## src/rtl/m16_pkg.sv

```systemverilog
// Shared constants and FSM encoding for the M16 frame-buffer write side.
package m16_pkg;
  localparam int unsigned BANK_WORDS = 2048;
  localparam int unsigned WORD_W     = 12;
  localparam int unsigned ADDR_W     = 11;
  localparam int unsigned MARK_BIT   = 11;

  typedef enum logic {
    RUN,
    SWAP
  } state_t;
endpackage

```

## src/rtl/m16_fill_ptr.sv

```systemverilog
// Fill pointer for one buffer region: counts accepted words up to DEPTH,
// clears on a bank swap, and reports full / short status.
module m16_fill_ptr
  import m16_pkg::*;
#(
  parameter int unsigned DEPTH = 1
) (
  input  logic              iClkOrb,
  input  logic              reset,
  input  logic              clr,
  input  logic              inc,
  output logic [ADDR_W-1:0] ptr,
  output logic              full,
  output logic              shortFlag
);

  // full is kept as its own flop so it tracks ptr without a wide compare on the output path
  always_ff @(posedge iClkOrb) begin
    if (!reset) begin
      ptr  <= '0;
      full <= 1'b0;
    end else if (clr) begin
      ptr  <= '0;
      full <= 1'b0;
    end else if (inc && !full) begin
      ptr  <= ptr + 1'b1;
      full <= (ptr == ADDR_W'(DEPTH - 1));
    end
  end

  assign shortFlag = ~full;

endmodule

```

## src/rtl/m16_fill_arb.sv

```systemverilog
// Write-side scheduler for the M16 dual-bank frame buffer: arbitrates fast/slow
// producers into the idle bank. Optional feature: M16_FILL_MARKER_EN.
module m16_fill_arb #(
  parameter int unsigned FAST_WORDS = 1536,
  parameter int unsigned STARVE     = 4
) (
  input  logic        iClkOrb,
  input  logic        reset,
  input  logic        iSwitch,
  input  logic        iFastVal,
  input  logic [11:0] iFastData,
  output logic        oFastRdy,
  input  logic        iSlowVal,
  input  logic [11:0] iSlowData,
  output logic        oSlowRdy,
  output logic        oWrEn,
  output logic [11:0] oWrAddr,
  output logic [11:0] oWrData,
  output logic        oFull,
  output logic        oFastShort,
  output logic        oSlowShort
`ifdef M16_FILL_MARKER_EN
  ,
  output logic        oMarkErr
`endif
);
  import m16_pkg::*;

  localparam int unsigned SLOW_WORDS = BANK_WORDS - FAST_WORDS;

  state_t              state, stateNext;
  logic                swReg;
  logic [ADDR_W-1:0]   fPtr, sPtr;
  logic                fFull, sFull, fShort, sShort;
  logic [2:0]          starveCnt;
  logic                swapEvt, fastOk, slowOk, fastGnt, slowGnt;
  logic [ADDR_W-1:0]   wrOff;
  logic [WORD_W-1:0]   wrWord;

  always_ff @(posedge iClkOrb) begin
    if (!reset) state <= RUN;
    else        state <= stateNext;
  end

  always_comb begin
    swapEvt   = (iSwitch != swReg);
    fastOk    = iFastVal & ~fFull;
    slowOk    = iSlowVal & ~sFull;
    fastGnt   = 1'b0;
    slowGnt   = 1'b0;
    stateNext = state;
    case (state)
      RUN:     if (swapEvt) stateNext = SWAP;
      SWAP:    stateNext = swapEvt ? SWAP : RUN;
      default: stateNext = RUN;
    endcase
    // grants are suppressed while reset is held so no handshake can complete into a discarded state
    if (reset && !swapEvt) begin
      slowGnt = slowOk & (~fastOk | (starveCnt == 3'(STARVE - 1)));
      fastGnt = fastOk & ~slowGnt;
    end
    wrOff  = slowGnt ? (ADDR_W'(FAST_WORDS) + sPtr) : fPtr;
    wrWord = slowGnt ? iSlowData : iFastData;
`ifdef M16_FILL_MARKER_EN
    wrWord[MARK_BIT] = 1'b0;
`endif
  end

  assign oFastRdy = fastGnt;
  assign oSlowRdy = slowGnt;
  assign oFull    = fFull & sFull;

  m16_fill_ptr #(.DEPTH(FAST_WORDS)) uFastPtr (
    .iClkOrb  (iClkOrb),
    .reset    (reset),
    .clr      (swapEvt),
    .inc      (fastGnt),
    .ptr      (fPtr),
    .full     (fFull),
    .shortFlag(fShort)
  );

  m16_fill_ptr #(.DEPTH(SLOW_WORDS)) uSlowPtr (
    .iClkOrb  (iClkOrb),
    .reset    (reset),
    .clr      (swapEvt),
    .inc      (slowGnt),
    .ptr      (sPtr),
    .full     (sFull),
    .shortFlag(sShort)
  );

  always_ff @(posedge iClkOrb) begin
    if (!reset) begin
      swReg      <= 1'b0;
      starveCnt  <= '0;
      oWrEn      <= 1'b0;
      oWrAddr    <= '0;
      oWrData    <= '0;
      oFastShort <= 1'b0;
      oSlowShort <= 1'b0;
    end else begin
      swReg      <= iSwitch;
      oFastShort <= swapEvt & fShort;
      oSlowShort <= swapEvt & sShort;
      oWrEn      <= fastGnt | slowGnt;
      if (fastGnt || slowGnt) begin
        oWrAddr <= {~swReg, wrOff};
        oWrData <= wrWord;
      end
      if (swapEvt || slowGnt || !slowOk) starveCnt <= '0;
      else if (fastGnt)                  starveCnt <= starveCnt + 1'b1;
    end
  end

`ifdef M16_FILL_MARKER_EN
  always_ff @(posedge iClkOrb) begin
    if (!reset) oMarkErr <= 1'b0;
    else        oMarkErr <= slowGnt ? iSlowData[MARK_BIT] : (fastGnt & iFastData[MARK_BIT]);
  end
`endif

endmodule

```

## config.mk

```make
export PLATFORM = sky130hd
export DESIGN_NAME = m16_fill_arb
export DESIGN_NICKNAME = d
export VERILOG_FILES = /design/src/rtl/m16_pkg.sv /design/src/rtl/m16_fill_ptr.sv /design/src/rtl/m16_fill_arb.sv
export SDC_FILE = /design/constraint.sdc
export NUM_CORES = 1
export LEC_CHECK = 0
export ABC_CLOCK_PERIOD_IN_PS = 3400
export CAP_MARGIN = 5
export CORE_MARGIN = 2
export CORE_UTILIZATION = 50
export DETAILED_ROUTE_END_ITERATION = 6
export MAX_ROUTING_LAYER = met4
export PLACE_DENSITY = 0.8
export SYNTH_ARGS = -nofsm -noshare
export SYNTH_HDL_FRONTEND = slang
export SYNTH_SLANG_ARGS = --single-unit
```

## constraint.sdc

```tcl
create_clock -name iClkOrb -period 3.4 [get_ports iClkOrb]
set_input_delay 0.34 -clock iClkOrb [delete_from_list [all_inputs] [get_ports iClkOrb]]
set_output_delay 0.34 -clock iClkOrb [all_outputs]
set_load 0.01 [all_outputs]
```

# == After elaboration in Yosys (flattened, before gate mapping) ==
# Index checks and enable logic that the tools add are counted.
# Widths: inputs -> output; s select.
# classes
addsub,4
n_mul,0
n_div,0
n_lt_le_gt_ge,0
n_eq_ne,4
shifts,0
muxes,4
n_bitwise,15
reduce_logical,12
# ops
cell,count
$add 11x1->11 const B,2
$mux 12,1
$add 11x11->11 const A,1
$eq 11x11->1 const B,1
$eq 11x9->1 const B,1
$mux 11,1
$and 1x1->1,7
$not 1->1,6
$logic_not 1->1,4
$reduce_or 2->1,2
$add 3x1->3 const B,1
$eq 3x2->1 const B,1
$logic_and 1x1->1,3
$logic_or 1x1->1,3
$mux 1,2
$or 1x1->1,2
$ne 1x1->1,1
# word_totals
reg_bits,55
latch_bits,0
ramBits,0
mem_bits_ro,0
in_bits,29
output_inout_bits,30
word_cells,50
n_memories,0

# == Longest topological paths before layout ==
# logic_depth
ltp_word,9
mapped_depth,8
ltp_nobuf,6

# == Hierarchy ==
# Synthesis repeated with hierarchy kept, for this count alone.
# unflattened
cells_unflattened,288
hier_area_um2,2506.2
# modules_own_cells
module,n_inst,cells_per_inst,area_per_inst_um2,seq_area_each_um2
m16_fill_arb,1,162,1356.3,620.6
m16_fill_ptr at uFastPtr,1,63,580.6,240.2
m16_fill_ptr at uSlowPtr,1,63,569.3,240.2

# == Worst setup path before layout ==
# No wires, ideal clock.
# synth_path
path_kind,flip-flop to output port
start,reg starveCnt[0]
end,out oFastRdy
t_arrival_ns,1.520
t_required_ns,3.060
slack_ns,1.540
path_stages_with_launch,6
path_buffers,0
cell_sequence,dfxtp_1 -> ha_1 -> ha_1 -> nor3b_4 -> nor2_1 -> nor3_1
# synth_via
elab_chain_len,6
# synth_lines
item,line_no,text
"start, declared",m16_fill_arb.sv:35,logic [2:0] starveCnt;
"start signal, assigned",m16_fill_arb.sv:112,else if (fastGnt) starveCnt <= starveCnt + 1'b1;
$eq 3x2->1,m16_fill_arb.sv:59,slowGnt = slowOk & (~fastOk | (starveCnt == 3'(STARVE - 1)));
$or 1x1->1,m16_fill_arb.sv:59,
$and 1x1->1,m16_fill_arb.sv:59,
$not 1->1,m16_fill_arb.sv:60,fastGnt = fastOk & ~slowGnt;
$and 1x1->1,m16_fill_arb.sv:60,
$mux 1,m16_fill_arb.sv:58,if (reset && !swapEvt) begin
"end, declared",m16_fill_arb.sv:12,"output logic oFastRdy,"
# Every way passes these cells.

# == Worst setup path after layout ==
# Same ends and word-level chain as after synthesis.

==> impl_results.md <==
- Top routing layer in use: met4
- Vias after detailed routing: about 2300
- Critical path cell sequence: ha_1 -> ha_1 -> nor3b_4 -> nor2_1 -> nor3_1 -> clkdlybuf4s50_1
- Pwr per Cell Area: 382 nW/um^2
- Crit path time final: about 2.9 ns
- Layout Cell Area excl Fill: approximately 3200 um^2
- CP delay by family, top: simple AND/OR/NAND/NOR gates
- Critical path launch point type: flop
- Boundary pin count: 59
- Post_cts resized: 0
- Drc violations: 0
- Compound-Gate Fraction of Synth Area: 0.187
- Die Footprint: between 5000 and 6000 um^2
- GP Congestion: just over 0.8
- Netlist Area Pre-Place: roughly 2500 um^2
- P&R area growth vs syn: 29.3%
- Fin. Hold Viols: 0
- Wire length per cell: ~15 um
- Ranking of synthesized cells by area: dfxtp_1, nand2_1, o21ai_0
- Max cap viols: 0
- Setup repair bufs after CTS: 0
- Synth async-reset ratio: 0
- Worst EP arrival: about 2.5 ns
- Nets: ~380
- Synthesized area per cell: between 8 and 9 um^2
- Synth Register Bits: 55
- RSZ-0062 raised after global routing: false
- Worst vdd ir: between 0.0002 and 0.00025 V
- Syn Inst Count: 290
- Actual slew at the worst max-slew pin: just under 0.6 ns
- Met1 Wirelength: 2700 um
- Critical Path RT: just over 3 ns
- Crit path kind: reg2out
- Final Setup Violations: 0
- Synth Area in Simple Gates: 0.246
- Detailed Route WL: 6320 um
- GRT overflow: 0
- Synth top area share: 0.440
- GRT Total Usage: 0.241
- Clock Sinks: 55
- Register Area: approximately 1100 um^2
- Final Power: approximately 1.2 mW
- Share of layout cells above drive strength 1: 0.0665
- Syn Nets: approximately 320
- CP peak stage delay: between 0.6 and 0.7 ns
- DP Area: between 3000 and 4000 um^2
- Count leader, synth: dfxtp_1
- Pins Over Slew Limit: 0
- Fin cells: slightly above 400
- Most frequent cells after synthesis: dfxtp_1, nand2_1, o21ai_0
- ANT nets after route: 0
- Core Area: approximately 4800 um^2
- Synth area leader: dfxtp_1
- Distinct cells, synth: 53
- Status: finished, final reports clean
- Primary FF master, synth: dfxtp_1
- Pin count of the biggest net entering global routing: 26
- Initial Utilization: 0.523
- Relative slew slack: 0.601
- Lkg Pwr: between 1 and 1.5 nW
- Number of global-route vias before repair: just over 2000
- Critical-path top delay cell: clkdlybuf4s50_1
- Met2 wire length: around 3200 um
- Crit Path Max Fanout: 4
- Xor-xnor portion of the synthesized cell area: 0.0410
- Peak Freq: roughly 0.35 GHz
- CTS tree: yes
- Critical path endpoint category: output pin
- N_diodes: 0
- Clk_lat worst skew: between 0.3 and 0.4 ns
- CTS root buffer: clkbuf_8
- Worst min path class: reg2reg
- Total CTS buffers: 5
- Placed cell count: slightly above 400
- YS warnings: 0
- Worst Clk Skew: between 0.01 and 0.015 ns
- Area of the multi-input gates: approximately 1300 um^2
- Setup TNS: 0 ns
- Initial DRC count: about 220
- Clock transition at path regs: around 0.090 ns
- Die height: between 70 and 80 um
- Largest family of logic cells by synthesized area: simple AND/OR/NAND/NOR gates
- Vias/cell: roughly 5.5
- Most used cell, CP: ha_1
- Post-synthesis sequential area ratio: 0.440
- Die W: between 70 and 80 um
- Hpwl dp: 4680 um
- Routed met3 length: ~330 um
- Mux share of post-synthesis cell area: 0.0200
- Clk buf depth: 2
- Post-Route Utilization: 0.676
- Worst path bufs/invs: 1
- Initial antenna violation count: 0
- Cts-stage hold buffer count: 0
- Synth Area in Adders: 0.0200
- First-pass GRT wire length: just under 10000 um
- Post-synth EDFFs: 0
- PortBufs: 58
- Drt pass-1 iters: 4
- Fillcell total: about 420
- Site Rows: 25
- Period utilization: 0.845
- H-tree depth: 2
==> cell families after synthesis <==
| group | after synthesis |
|---|---|
| fa+ha+maj | 4 |
| mux | 5 |
| compound gates | 70 |
| buf+inv | 25 |
| flops | 55 |
| xor+xnor | 10 |
| simple gates | 121 |
==> worst paths after layout <==
kind	depth (start not counted)	end	slack (ns)	start
worst min register to register	1	starveCnt[0]	0.42	starveCnt[0]
worst max-delay path	6	oFastRdy	0.53	starveCnt[0]
worst max register to register	6	oWrAddr[9]	1.32	starveCnt[0]
worst min-delay path	1	starveCnt[0]	0.42	starveCnt[0]
==> power breakdown <==
group          switching, mW  total (mW)  internal [mW]
clock network          0.216       0.364          0.148
registers             0.0119       0.680          0.668
logic                 0.0925       0.190         0.0980
total                  0.320        1.23          0.914
==> layout make-up <==
cell class                 instances  area share
multi-input combinational        210       0.400
inverter                           7     0.00813
clock inverter                     2     0.00503
sequential                        55       0.341
timing repair buffer              66       0.198
tap                               67      0.0259
clock buffer                       6      0.0224
==> per-layer routing <==
metal  up-vias  global-route usage
met4         0              0.0893
met1      1067               0.321
li1       1145                   -
met3        13              0.0361
met2        50               0.373
met5         -                   -
==> cell usage in the layout (no fill, tap or decap), types with 5 or more instances in the layout <==
master           count
clkdlybuf4s50_1     58
dfxtp_1             55
nand2_1             49
o21ai_0             20
nor2_1              18
a31oi_1             14
nand3_1             10
a21oi_1             10
buf_4                8
inv_1                7
xnor2_1              7
o31ai_1              6
nor3_1               5
and3_1               5
mux2i_1              5
clkbuf_8             5
==> worst register-to-register path, stage by stage (launching register included) <==
cell,delay (ns)
dfxtp_1,0.32
ha_1,0.19
ha_1,0.24
or3b_1,0.50
nand2_2,0.33
nor2_1,0.12
a221oi_1,0.29
==> sequential cells by signal, summed over array words and instances, names as in the netlist <==
name and count:
oFastShort 1, oSlowShort 1, oWrAddr 12, oWrData 12
oWrEn 1, starveCnt 3, swReg 1, uFastPtr.full 1
uFastPtr.ptr 11, uSlowPtr.full 1, uSlowPtr.ptr 11
==> per-stage QoR <==
stage / worst slack [ns] / hold slack, ns
global placement: 0.713 / 0.407
floorplan: 1.54 / 0.399
global route: 0.432 / 0.440
finish: 0.528 / 0.423
CTS: 0.492 / 0.431
detailed placement: 0.665 / 0.418
Note: power is estimated with default switching activity, not from simulation.
